### config.mk
export PLATFORM = sky130hd
export DESIGN_NAME = scope_grid_timing_gen
export DESIGN_NICKNAME = d
export VERILOG_FILES = /design/src/rtl/scope_video_pkg.sv /design/src/rtl/video_sync_counter.sv /design/src/rtl/scope_grid_timing_gen.sv
export SDC_FILE = /design/constraint.sdc
export NUM_CORES = 1
export LEC_CHECK = 0
export CAP_MARGIN = 40
export CORE_MARGIN = 8
export CORE_UTILIZATION = 39
export DETAILED_ROUTE_END_ITERATION = 10
export GPL_TIMING_DRIVEN = 0
export SETUP_SLACK_MARGIN = 0.2
export SYNTH_ARGS = -nofsm -noshare
export SYNTH_HDL_FRONTEND = slang
export SYNTH_SLANG_ARGS = --single-unit
### constraint.sdc
create_clock -name pclk -period 3.31 [get_ports pclk]
set_input_delay 0.662 -clock pclk [delete_from_list [all_inputs] [get_ports pclk]]
set_output_delay 0.662 -clock pclk [all_outputs]
set_load 0.03 [all_outputs]
### src/rtl/scope_video_pkg.sv
// Shared 1080p60 timing, default waveform-window bounds and background colours
// for the HDMI scope path (raster source and overlay stage).
package scope_video_pkg;

  localparam int H_ACTIVE = 1920;
  localparam int H_FP     = 88;
  localparam int H_SYNC   = 44;
  localparam int H_BP     = 148;
  localparam int H_TOTAL  = H_ACTIVE + H_FP + H_SYNC + H_BP;

  localparam int V_ACTIVE = 1080;
  localparam int V_FP     = 4;
  localparam int V_SYNC   = 5;
  localparam int V_BP     = 36;
  localparam int V_TOTAL  = V_ACTIVE + V_FP + V_SYNC + V_BP;

  localparam bit HS_POL = 1'b1;
  localparam bit VS_POL = 1'b1;

  localparam int WIN_X0  = 442;
  localparam int WIN_X1  = 1522;
  localparam int WIN_Y0  = 9;
  localparam int WIN_Y1  = 1075;
  localparam int GRID_DX = 108;
  localparam int GRID_DY = 133;

  localparam logic [23:0] OUT_COLOR    = 24'h000000;
  localparam logic [23:0] BG_COLOR     = 24'h101010;
  localparam logic [23:0] GRID_COLOR   = 24'h404040;
  localparam logic [23:0] BORDER_COLOR = 24'hC0C0C0;

  function automatic logic in_span(input logic [11:0] v, input logic [11:0] lo,
                                   input logic [11:0] hi);
    return (v >= lo) && (v <= hi);
  endfunction

endpackage

### src/rtl/video_sync_counter.sv
// Horizontal/vertical raster counters with registered hs/vs/de.
// Counter values are exposed unregistered so the top can build aligned outputs.
module video_sync_counter
  import scope_video_pkg::*;
#(
  parameter int H_ACTIVE = scope_video_pkg::H_ACTIVE,
  parameter int H_FP     = scope_video_pkg::H_FP,
  parameter int H_SYNC   = scope_video_pkg::H_SYNC,
  parameter int H_BP     = scope_video_pkg::H_BP,
  parameter int V_ACTIVE = scope_video_pkg::V_ACTIVE,
  parameter int V_FP     = scope_video_pkg::V_FP,
  parameter int V_SYNC   = scope_video_pkg::V_SYNC,
  parameter int V_BP     = scope_video_pkg::V_BP,
  parameter bit HS_POL   = scope_video_pkg::HS_POL,
  parameter bit VS_POL   = scope_video_pkg::VS_POL
) (
  input  logic        pclk,
  input  logic        rst_n,
  input  logic        en,
  output logic [11:0] h_cnt_o,
  output logic [11:0] v_cnt_o,
  output logic        line_end_o,
  output logic        active_o,
  output logic        hs_o,
  output logic        vs_o,
  output logic        de_o
);

  localparam logic [11:0] H_LAST = 12'(H_ACTIVE + H_FP + H_SYNC + H_BP - 1);
  localparam logic [11:0] V_LAST = 12'(V_ACTIVE + V_FP + V_SYNC + V_BP - 1);
  localparam logic [11:0] HA     = 12'(H_ACTIVE);
  localparam logic [11:0] VA     = 12'(V_ACTIVE);
  localparam logic [11:0] HS_ON  = 12'(H_ACTIVE + H_FP);
  localparam logic [11:0] HS_OFF = 12'(H_ACTIVE + H_FP + H_SYNC);
  localparam logic [11:0] VS_ON  = 12'(V_ACTIVE + V_FP);
  localparam logic [11:0] VS_OFF = 12'(V_ACTIVE + V_FP + V_SYNC);

  logic [11:0] h_cnt_q, h_cnt_d, v_cnt_q, v_cnt_d;
  logic        hs_q, hs_d, vs_q, vs_d, de_q, de_d;
  logic        line_end, active;

  assign line_end = (h_cnt_q == H_LAST);
  assign active   = (h_cnt_q < HA) && (v_cnt_q < VA);

  always_comb begin
    h_cnt_d = h_cnt_q;
    v_cnt_d = v_cnt_q;
    hs_d    = hs_q;
    vs_d    = vs_q;
    de_d    = 1'b0;
    if (en) begin
      h_cnt_d = line_end ? 12'd0 : h_cnt_q + 12'd1;
      if (line_end) begin
        v_cnt_d = (v_cnt_q == V_LAST) ? 12'd0 : v_cnt_q + 12'd1;
      end
      // v_cnt only moves at line end, so vs edges land on h_cnt==0
      hs_d = (h_cnt_q >= HS_ON && h_cnt_q < HS_OFF) ? HS_POL : ~HS_POL;
      vs_d = (v_cnt_q >= VS_ON && v_cnt_q < VS_OFF) ? VS_POL : ~VS_POL;
      de_d = active;
    end
  end

  always_ff @(posedge pclk) begin
    if (!rst_n) begin
      h_cnt_q <= '0;
      v_cnt_q <= '0;
      hs_q    <= ~HS_POL;
      vs_q    <= ~VS_POL;
      de_q    <= 1'b0;
    end else begin
      h_cnt_q <= h_cnt_d;
      v_cnt_q <= v_cnt_d;
      hs_q    <= hs_d;
      vs_q    <= vs_d;
      de_q    <= de_d;
    end
  end

  assign h_cnt_o    = h_cnt_q;
  assign v_cnt_o    = v_cnt_q;
  assign line_end_o = line_end;
  assign active_o   = active;
  assign hs_o       = hs_q;
  assign vs_o       = vs_q;
  assign de_o       = de_q;

endmodule

### src/rtl/scope_grid_timing_gen.sv
// 1080p60 raster source that paints the scope background: outside colour,
// window border and graticule lines, with registered x/y and frame-start.
module scope_grid_timing_gen
  import scope_video_pkg::*;
#(
  parameter int          H_ACTIVE     = scope_video_pkg::H_ACTIVE,
  parameter int          H_FP         = scope_video_pkg::H_FP,
  parameter int          H_SYNC       = scope_video_pkg::H_SYNC,
  parameter int          H_BP         = scope_video_pkg::H_BP,
  parameter int          V_ACTIVE     = scope_video_pkg::V_ACTIVE,
  parameter int          V_FP         = scope_video_pkg::V_FP,
  parameter int          V_SYNC       = scope_video_pkg::V_SYNC,
  parameter int          V_BP         = scope_video_pkg::V_BP,
  parameter bit          HS_POL       = scope_video_pkg::HS_POL,
  parameter bit          VS_POL       = scope_video_pkg::VS_POL,
  parameter int          WIN_X0       = scope_video_pkg::WIN_X0,
  parameter int          WIN_X1       = scope_video_pkg::WIN_X1,
  parameter int          WIN_Y0       = scope_video_pkg::WIN_Y0,
  parameter int          WIN_Y1       = scope_video_pkg::WIN_Y1,
  parameter int          GRID_DX      = scope_video_pkg::GRID_DX,
  parameter int          GRID_DY      = scope_video_pkg::GRID_DY,
  parameter logic [23:0] OUT_COLOR    = scope_video_pkg::OUT_COLOR,
  parameter logic [23:0] BG_COLOR     = scope_video_pkg::BG_COLOR,
  parameter logic [23:0] GRID_COLOR   = scope_video_pkg::GRID_COLOR,
  parameter logic [23:0] BORDER_COLOR = scope_video_pkg::BORDER_COLOR
) (
  input  logic        pclk,
  input  logic        rst_n,
  input  logic        en,
  output logic        o_hs,
  output logic        o_vs,
  output logic        o_de,
  output logic [23:0] o_data,
  output logic [11:0] o_x,
  output logic [11:0] o_y,
  output logic        o_frame_start
);

  generate
    if (WIN_X1 >= H_ACTIVE || WIN_Y1 >= V_ACTIVE || GRID_DX < 2 || GRID_DY < 2) begin : g_cfg_err
      $error("scope_grid_timing_gen: window exceeds active area or grid pitch below 2");
    end
  endgenerate

  localparam logic [11:0] X0      = 12'(WIN_X0);
  localparam logic [11:0] X1      = 12'(WIN_X1);
  localparam logic [11:0] Y0      = 12'(WIN_Y0);
  localparam logic [11:0] Y1      = 12'(WIN_Y1);
  localparam logic [11:0] DX_LAST = 12'(GRID_DX - 1);
  localparam logic [11:0] DY_LAST = 12'(GRID_DY - 1);

  logic [11:0] h_cnt, v_cnt;
  logic        line_end, active;

  video_sync_counter #(
    .H_ACTIVE(H_ACTIVE), .H_FP(H_FP), .H_SYNC(H_SYNC), .H_BP(H_BP),
    .V_ACTIVE(V_ACTIVE), .V_FP(V_FP), .V_SYNC(V_SYNC), .V_BP(V_BP),
    .HS_POL(HS_POL), .VS_POL(VS_POL)
  ) u_sync (
    .pclk      (pclk),
    .rst_n     (rst_n),
    .en        (en),
    .h_cnt_o   (h_cnt),
    .v_cnt_o   (v_cnt),
    .line_end_o(line_end),
    .active_o  (active),
    .hs_o      (o_hs),
    .vs_o      (o_vs),
    .de_o      (o_de)
  );

  logic [11:0] gx_q, gx_d, gy_q, gy_d, gx_cur, gy_cur;
  logic [23:0] data_q, data_d;
  logic [11:0] x_q, x_d, y_q, y_d;
  logic        fs_q, fs_d;
  logic        in_win, border;

  // Phase counters are forced to 0 on the first window column/row, so the
  // current pixel's phase is valid in the same cycle the counter is aligned.
  assign gx_cur = (h_cnt == X0) ? 12'd0 : gx_q;
  assign gy_cur = (v_cnt == Y0) ? 12'd0 : gy_q;
  assign in_win = in_span(h_cnt, X0, X1) && in_span(v_cnt, Y0, Y1);
  assign border = (h_cnt == X0) || (h_cnt == X1) || (v_cnt == Y0) || (v_cnt == Y1);

  always_comb begin
    gx_d   = gx_q;
    gy_d   = gy_q;
    data_d = 24'h0;
    x_d    = '0;
    y_d    = '0;
    fs_d   = 1'b0;
    if (en) begin
      gx_d = (gx_cur == DX_LAST) ? 12'd0 : gx_cur + 12'd1;
      if (line_end && in_span(v_cnt, Y0, Y1)) begin
        gy_d = (gy_cur == DY_LAST) ? 12'd0 : gy_cur + 12'd1;
      end
      if (active) begin
        x_d  = h_cnt;
        y_d  = v_cnt;
        fs_d = (h_cnt == 12'd0) && (v_cnt == 12'd0);
        if (!in_win)                             data_d = OUT_COLOR;
        else if (border)                         data_d = BORDER_COLOR;
        else if (gx_cur == 12'd0 || gy_cur == 12'd0) data_d = GRID_COLOR;
        else                                     data_d = BG_COLOR;
      end
    end
  end

  always_ff @(posedge pclk) begin
    if (!rst_n) begin
      gx_q   <= '0;
      gy_q   <= '0;
      data_q <= '0;
      x_q    <= '0;
      y_q    <= '0;
      fs_q   <= 1'b0;
    end else begin
      gx_q   <= gx_d;
      gy_q   <= gy_d;
      data_q <= data_d;
      x_q    <= x_d;
      y_q    <= y_d;
      fs_q   <= fs_d;
    end
  end

  assign o_data        = data_q;
  assign o_x           = x_q;
  assign o_y           = y_q;
  assign o_frame_start = fs_q;

endmodule
==> Word-level counts from Yosys, hierarchy flattened <==
Index checks and enable logic that the tools add are counted.
{ "word_totals": {"register_bits": 100, "out_inout_bits": 52, "wordCells": 70} }
{ "op_classes": {"n_addsub": 4, "magnitude_cmp": 10, "n_eq_ne": 8, "muxes": 10, "bitwise": 4, "n_reduce_logical": 22} }
{ "op_table": {"columns": ["op", "n"], "rows": [
  ["$mux W12", 6],
  ["$add A12 B1 Y12 const B", 4],
  ["$logic_not A12 Y1", 4],
  ["$eq A12 B11 Y1 const B", 3],
  ["$lt A12 B11 Y1 const B", 3],
  ["$ge A12 B11 Y1 const B", 2],
  ["$le A12 B11 Y1 const B", 2],
  ["$mux W24", 1],
  ["$mux W23", 1],
  ["$eq A12 B12 Y1 const B", 1],
  ["$eq A12 B4 Y1 const B", 1],
  ["$eq A12 B7 Y1 const B", 1],
  ["$eq A12 B8 Y1 const B", 1],
  ["$eq A12 B9 Y1 const B", 1],
  ["$ge A12 B4 Y1 const B", 1],
  ["$ge A12 B9 Y1 const B", 1],
  ["$lt A12 B12 Y1 const B", 1],
  ["$logic_and A1 B1 Y1", 8],
  ["$reduce_and A2 Y1", 3],
  ["$reduce_or A5 Y1", 1],
  ["$logic_or A1 B1 Y1", 4],
  ["$not A1 Y1", 4],
  ["$reduce_and A4 Y1", 1],
  ["$reduce_and A3 Y1", 1],
  ["$mux W1", 2]
]} }

==> Logic depth before layout (Yosys ltp) <==
{ "depth": {"word_depth": 6, "mapped_depth": 12, "mapped_depth_nobuf": 12} }

==> By module <==
From an unflattened synthesis, not the netlist that was laid out.
{ "hier_totals": {"cells_unflattened": 479, "area_unflattened_um2": 4063.9} }
{ "by_module_without_submodules": {"columns": ["mod", "n_inst", "cells_each", "area_per_inst_um2", "seq_area_each_um2"], "rows": [
  ["scope_grid_timing_gen", 1, 307, 2623.8, 1041.0],
  ["video_sync_counter", 1, 172, 1440.1, 540.5]
]} }

==> Least setup slack after synthesis <==
OpenSTA, ideal clock, no wires.
{ "synth_timing": {"path_kind": "reg-to-reg", "startpoint": "register u_sync.v_cnt_q[4] (netlist: u_sync.v_cnt_o[4])", "endpoint": "register gy_q[6]", "setup_ps": 125, "arrival_ps": 2845, "t_required_ps": 3185, "path_slack_ps": 340, "stages_incl_launch_ff": 11, "n_path_buf": 1, "synth_period_minus_slack_ps": 2970, "cell_sequence": "dfxtp_1 -> clkbuf_1 -> nor4_1 -> nand3_1 -> nand2_1 -> ha_1 -> or4b_2 -> nor4_4 -> nor2_2 -> a21oi_1 -> o32ai_2"} }
{ "synth_via": {"elab_chain_cells": 4} }
{ "synth_lines": {"columns": ["item", "line_no", "rtl"], "rows": [
  ["start: declaration", "video_sync_counter.sv:38", "logic [11:0] h_cnt_q, h_cnt_d, v_cnt_q, v_cnt_d;"],
  ["start signal: assignment", "video_sync_counter.sv:72", "v_cnt_q <= v_cnt_d;"],
  ["$eq A12 B4 Y1 (tied with other cells)", "scope_grid_timing_gen.sv:81", "assign gy_cur = (v_cnt == Y0) ? 12'd0 : gy_q;"],
  ["$mux W12 or $logic_and A1 B1 Y1 (tied branches)", "scope_grid_timing_gen.sv:81, scope_video_pkg.sv:34", null],
  ["$add A12 B1 Y12 (tied with other cells)", "scope_grid_timing_gen.sv:95", "gy_d = (gy_cur == DY_LAST) ? 12'd0 : gy_cur + 12'd1;"],
  ["$mux W12 or $reduce_and A2 Y1 (tied branches)", null, null],
  ["end signal: assignment", "scope_grid_timing_gen.sv:119", "gy_q <= gy_d;"],
  ["end: declaration", "scope_grid_timing_gen.sv:72", "logic [11:0] gx_q, gx_d, gy_q, gy_d, gx_cur, gy_cur;"]
]} }
Parallel ways exist; a longest one is shown, timed or not.
A chain may end at the register's enable or synchronous reset.

==> Final worst setup path <==
{ "layout_timing": {"startpoint": "register u_sync.v_cnt_q[1] (netlist: u_sync.v_cnt_o[1])", "endpoint": "register gy_q[8]"} }
The elaborated chain is that of the path after synthesis.

==> flow_summary.json <==
{
  "ys.flop_type": "dfxtp_1",
  "rows": 37,
  "cts_buffers": 9,
  "fmax_mhz": 351.3,
  "finalSetupViolations": 0,
  "critPathRequiredTime_ps": 3610,
  "dieArea_sq_um": 14050,
  "reg2reg_from": "u_sync.v_cnt_o[1]",
  "cts_tree": "built",
  "async_flop_share": 0,
  "path_cells": "inv_1 -> ha_1 -> and3b_1 -> nand3_2 -> nand2_2 -> inv_1 -> ha_1 -> nand3_1 -> or2_2 -> or3_1 -> or4_1 -> o21ai_1",
  "grt_pass1_wl_um": 16090,
  "clockBufferDepth": 2,
  "max-cap-violations": 0,
  "post_drt_wl_per_cell_um": 14.36,
  "worst_slew_pin_slew_ps": 742.0,
  "yosysTopAreaCell": "dfxtp_1",
  "die_w_um": 118.6,
  "nNetsFinal": 556,
  "multi_input_area_sq_um": 2223,
  "ir_drop_mv": 0.1938,
  "synthTopCellsByArea": "dfxtp_1, nor2_1, buf_4, nand2_1, nand3_1",
  "die_h_um": 118.6,
  "drc_errors": 0,
  "min_period_ps": 2846,
  "crit_arrival_ps": 3140,
  "crit_buf_inv": 2,
  "core_area_sq_um": 10280,
  "grt_use_total": 0.1366,
  "drt_iter0_drc": 215,
  "final.period_utilization": 0.8600,
  "tns_ps": 0,
  "pwr-share-comb": 0.070,
  "ios": 55,
  "num-fill-cells": 996,
  "ant_nets": 0,
  "pwr-share-clk": 0.372,
  "worstSetupPathType": "reg -> reg",
  "power.internal_uw": 1289,
  "ys_seq_area_frac": 0.3856,
  "antenna_cells": 0,
  "netlist.area_leader.share": 0.3856,
  "finish.utilization": 0.4819,
  "start_util": 0.3991,
  "hp-class": "reg -> reg",
  "power_uw": 1733,
  "critical_path.startpoint": "u_sync.v_cnt_o[1]",
  "synth_commonest_cells": "dfxtp_1, nor2_1, nand2_1",
  "ctsHoldBuffers": 0,
  "ys_ff_latch": 79,
  "cp_max_fo": 5,
  "drive_gt1_frac": 0.1569,
  "grt_max_degree": 14,
  "netSwitchingFraction": 0.2563,
  "p_switching_uw": 444.3,
  "hp-start": "gx_q[11]",
  "ys_types": 71,
  "area_growth_pct": 20.74,
  "portBuffers": 39,
  "clkSinkCount": 79,
  "outcome": "completed",
  "clk_pin_slew_worst_paths_ps": 90,
  "hpwl_um": 7086,
  "synth.most_common_cell": "dfxtp_1",
  "wl_um": 9820,
  "cp-start-kind": "register",
  "critical_path.top_delay_family": "simple AND/OR/NAND/NOR gates",
  "syn_avg_cell_area_sq_um": 8.635,
  "rsz0062_at_grt": "no",
  "power_leakage_uw": 0.001817,
  "cp-end-kind": "register",
  "overflow": 0,
  "syn_area_sq_um": 4101,
  "synth_edf_count": 0,
  "p_per_area_nw_per_um2": 349.9,
  "fin_skew_ps": 19.48,
  "syn_inst": 475,
  "yosys_warnings": 0,
  "root_buffer": "clkbuf_8",
  "clk_latency_ps": 360,
  "gp_congestion": 0.8581,
  "ctsHtreeMaxLevel": 3,
  "seqPwrFrac": 0.558,
  "via_count": 3613,
  "maxSlewHeadroom": 0.5015,
  "antenna_found_initial": 0,
  "max_stage_delay_ps": 410,
  "finalHoldViolCount": 0,
  "grt_pass1_vias": 3311,
  "final-seq-area_sq_um": 1582,
  "vias_per_cell": 5.282,
  "first_pass_iters": 4,
  "slew_violations": 0,
  "slowest_stage": "dfxtp_1"
}
[metal layers]
layer | vias up | track usage | wire (um)
met2 | 112 | 0.2172 | 4482
met5 | - | 0 | 0
li1 | 1783 | - | -
met4 | 0 | 0.05850 | 221
met1 | 1699 | 0.1740 | 4641
met3 | 19 | 0.03141 | 475
[layout by cell type, fill, tap and decap left out, types with 3 or more instances in the layout]
cell type        netlist  final
conb_1                 1     17
or3_1                  5      5
nor3_1                14     14
clkbuf_8               2     12
buf_6                  4      4
nor4_1                10      9
nor4b_1                4      4
ha_1                   9      9
clkbuf_1               9      8
nand4_1               17     17
mux2i_1                3      3
and2_1                19     19
buf_2                  9      9
o31ai_1                3      3
nand4b_1               3      3
dfxtp_1               79     79
xor2_1                 9      9
a21oi_1               20     20
nor2_1                47     47
inv_1                 14     14
or4_1                  4      4
nand2_1               45     44
nor4_4                 3      5
and3_1                 9      9
o211ai_1               4      4
nand3_1               25     24
o22ai_1                4      4
o21ai_0               11     11
buf_4                 23     26
xnor2_1               12     12
nand2b_1               6      6
a31oi_1                4      4
clkdlybuf4s50_1        0     39
[layout make-up]
cell class,instances,share of cell area
plain buffers,48,0.06872
clock buffers,10,0.02779
clock inverters,5,0.006822
inverters,14,0.01061
multi-input cells,350,0.4490
flip-flops and latches,79,0.3194
well taps,136,0.03436
repair buffers,42,0.08338
[kinds of logic (layout without fill, tap and decap cells)]
kind of cell / after synthesis / count (layout) / synth area share
XOR/XNOR: 21 / 21 / 0.04485
AND/OR/NAND/NOR: 237 / 237 / 0.3307
multiplexers: 3 / 3 / 0.007322
adder cells (fa/ha/maj): 9 / 9 / 0.02746
other: 1 / 17 / 0.0009143
buffers and inverters: 62 / 119 / 0.09548
AO/OA/AOI/OAI: 63 / 63 / 0.1077
flip-flops: 79 / 79 / 0.3856
[flip-flops by register name, summed over array words and instances (netlist names)]
register	flops
gx_q	12
u_sync.hs_o	1
u_sync.v_cnt_o	12
o_frame_start	1
o_x	12
u_sync.h_cnt_o	12
gy_q	12
u_sync.vs_o	1
o_data	3
o_y	12
u_sync.de_o	1
[metrics by stage]
step           hold WS [ps]  instances  area, sq um  worst slack [ps]
6_report              476.4        684         4952             463.5
3_5_place_dp          467.3        666         4722            -219.0
4_1_cts               476.0        682         4925             228.0
5_1_grt               509.9        684         4952             268.6
3_3_place_gp          454.9        666         4722            -224.3
2_1_floorplan         437.1        491         4161             340.4
[worst register-to-register path, cell delays in order, from the launching register on]
cell     delay (ps)
dfxtp_1         410
inv_1           110
ha_1            210
and3b_1         220
nand3_2         120
nand2_2          90
inv_1            60
ha_1            180
nand3_1         160
or2_2           370
or3_1           380
or4_1           410
o21ai_1          80
[repair_timing]
| action | 4_1_cts | 5_1_grt |
|---|---|---|
| setup buffers | 1 | 2 |
| setup endpoints to repair | 13 | 13 |
| pin swaps | 3 | 2 |
| cloned | 0 | 0 |
| gates resized for setup | 3 | 5 |
[path summary, 6_finish.rpt]
kind	end	slack, ps	depth (start not counted)
worst min register to register	gx_q[11]	480	2
worst max-delay path	gy_q[8]	460	12
worst max register to register	gy_q[8]	460	12
worst min-delay path	gx_q[11]	480	2
[power groups by stage]
stage               clock network (uW)  registers [uW]  logic (uW)
CTS                                668             967         121
global route                       711             968         132
global placement                     0             989         120
floorplan                            0             996        81.9
finish                             645             967         121
detailed placement                   0             989         120
No activity file was read; power rests on OpenSTA's default activity.
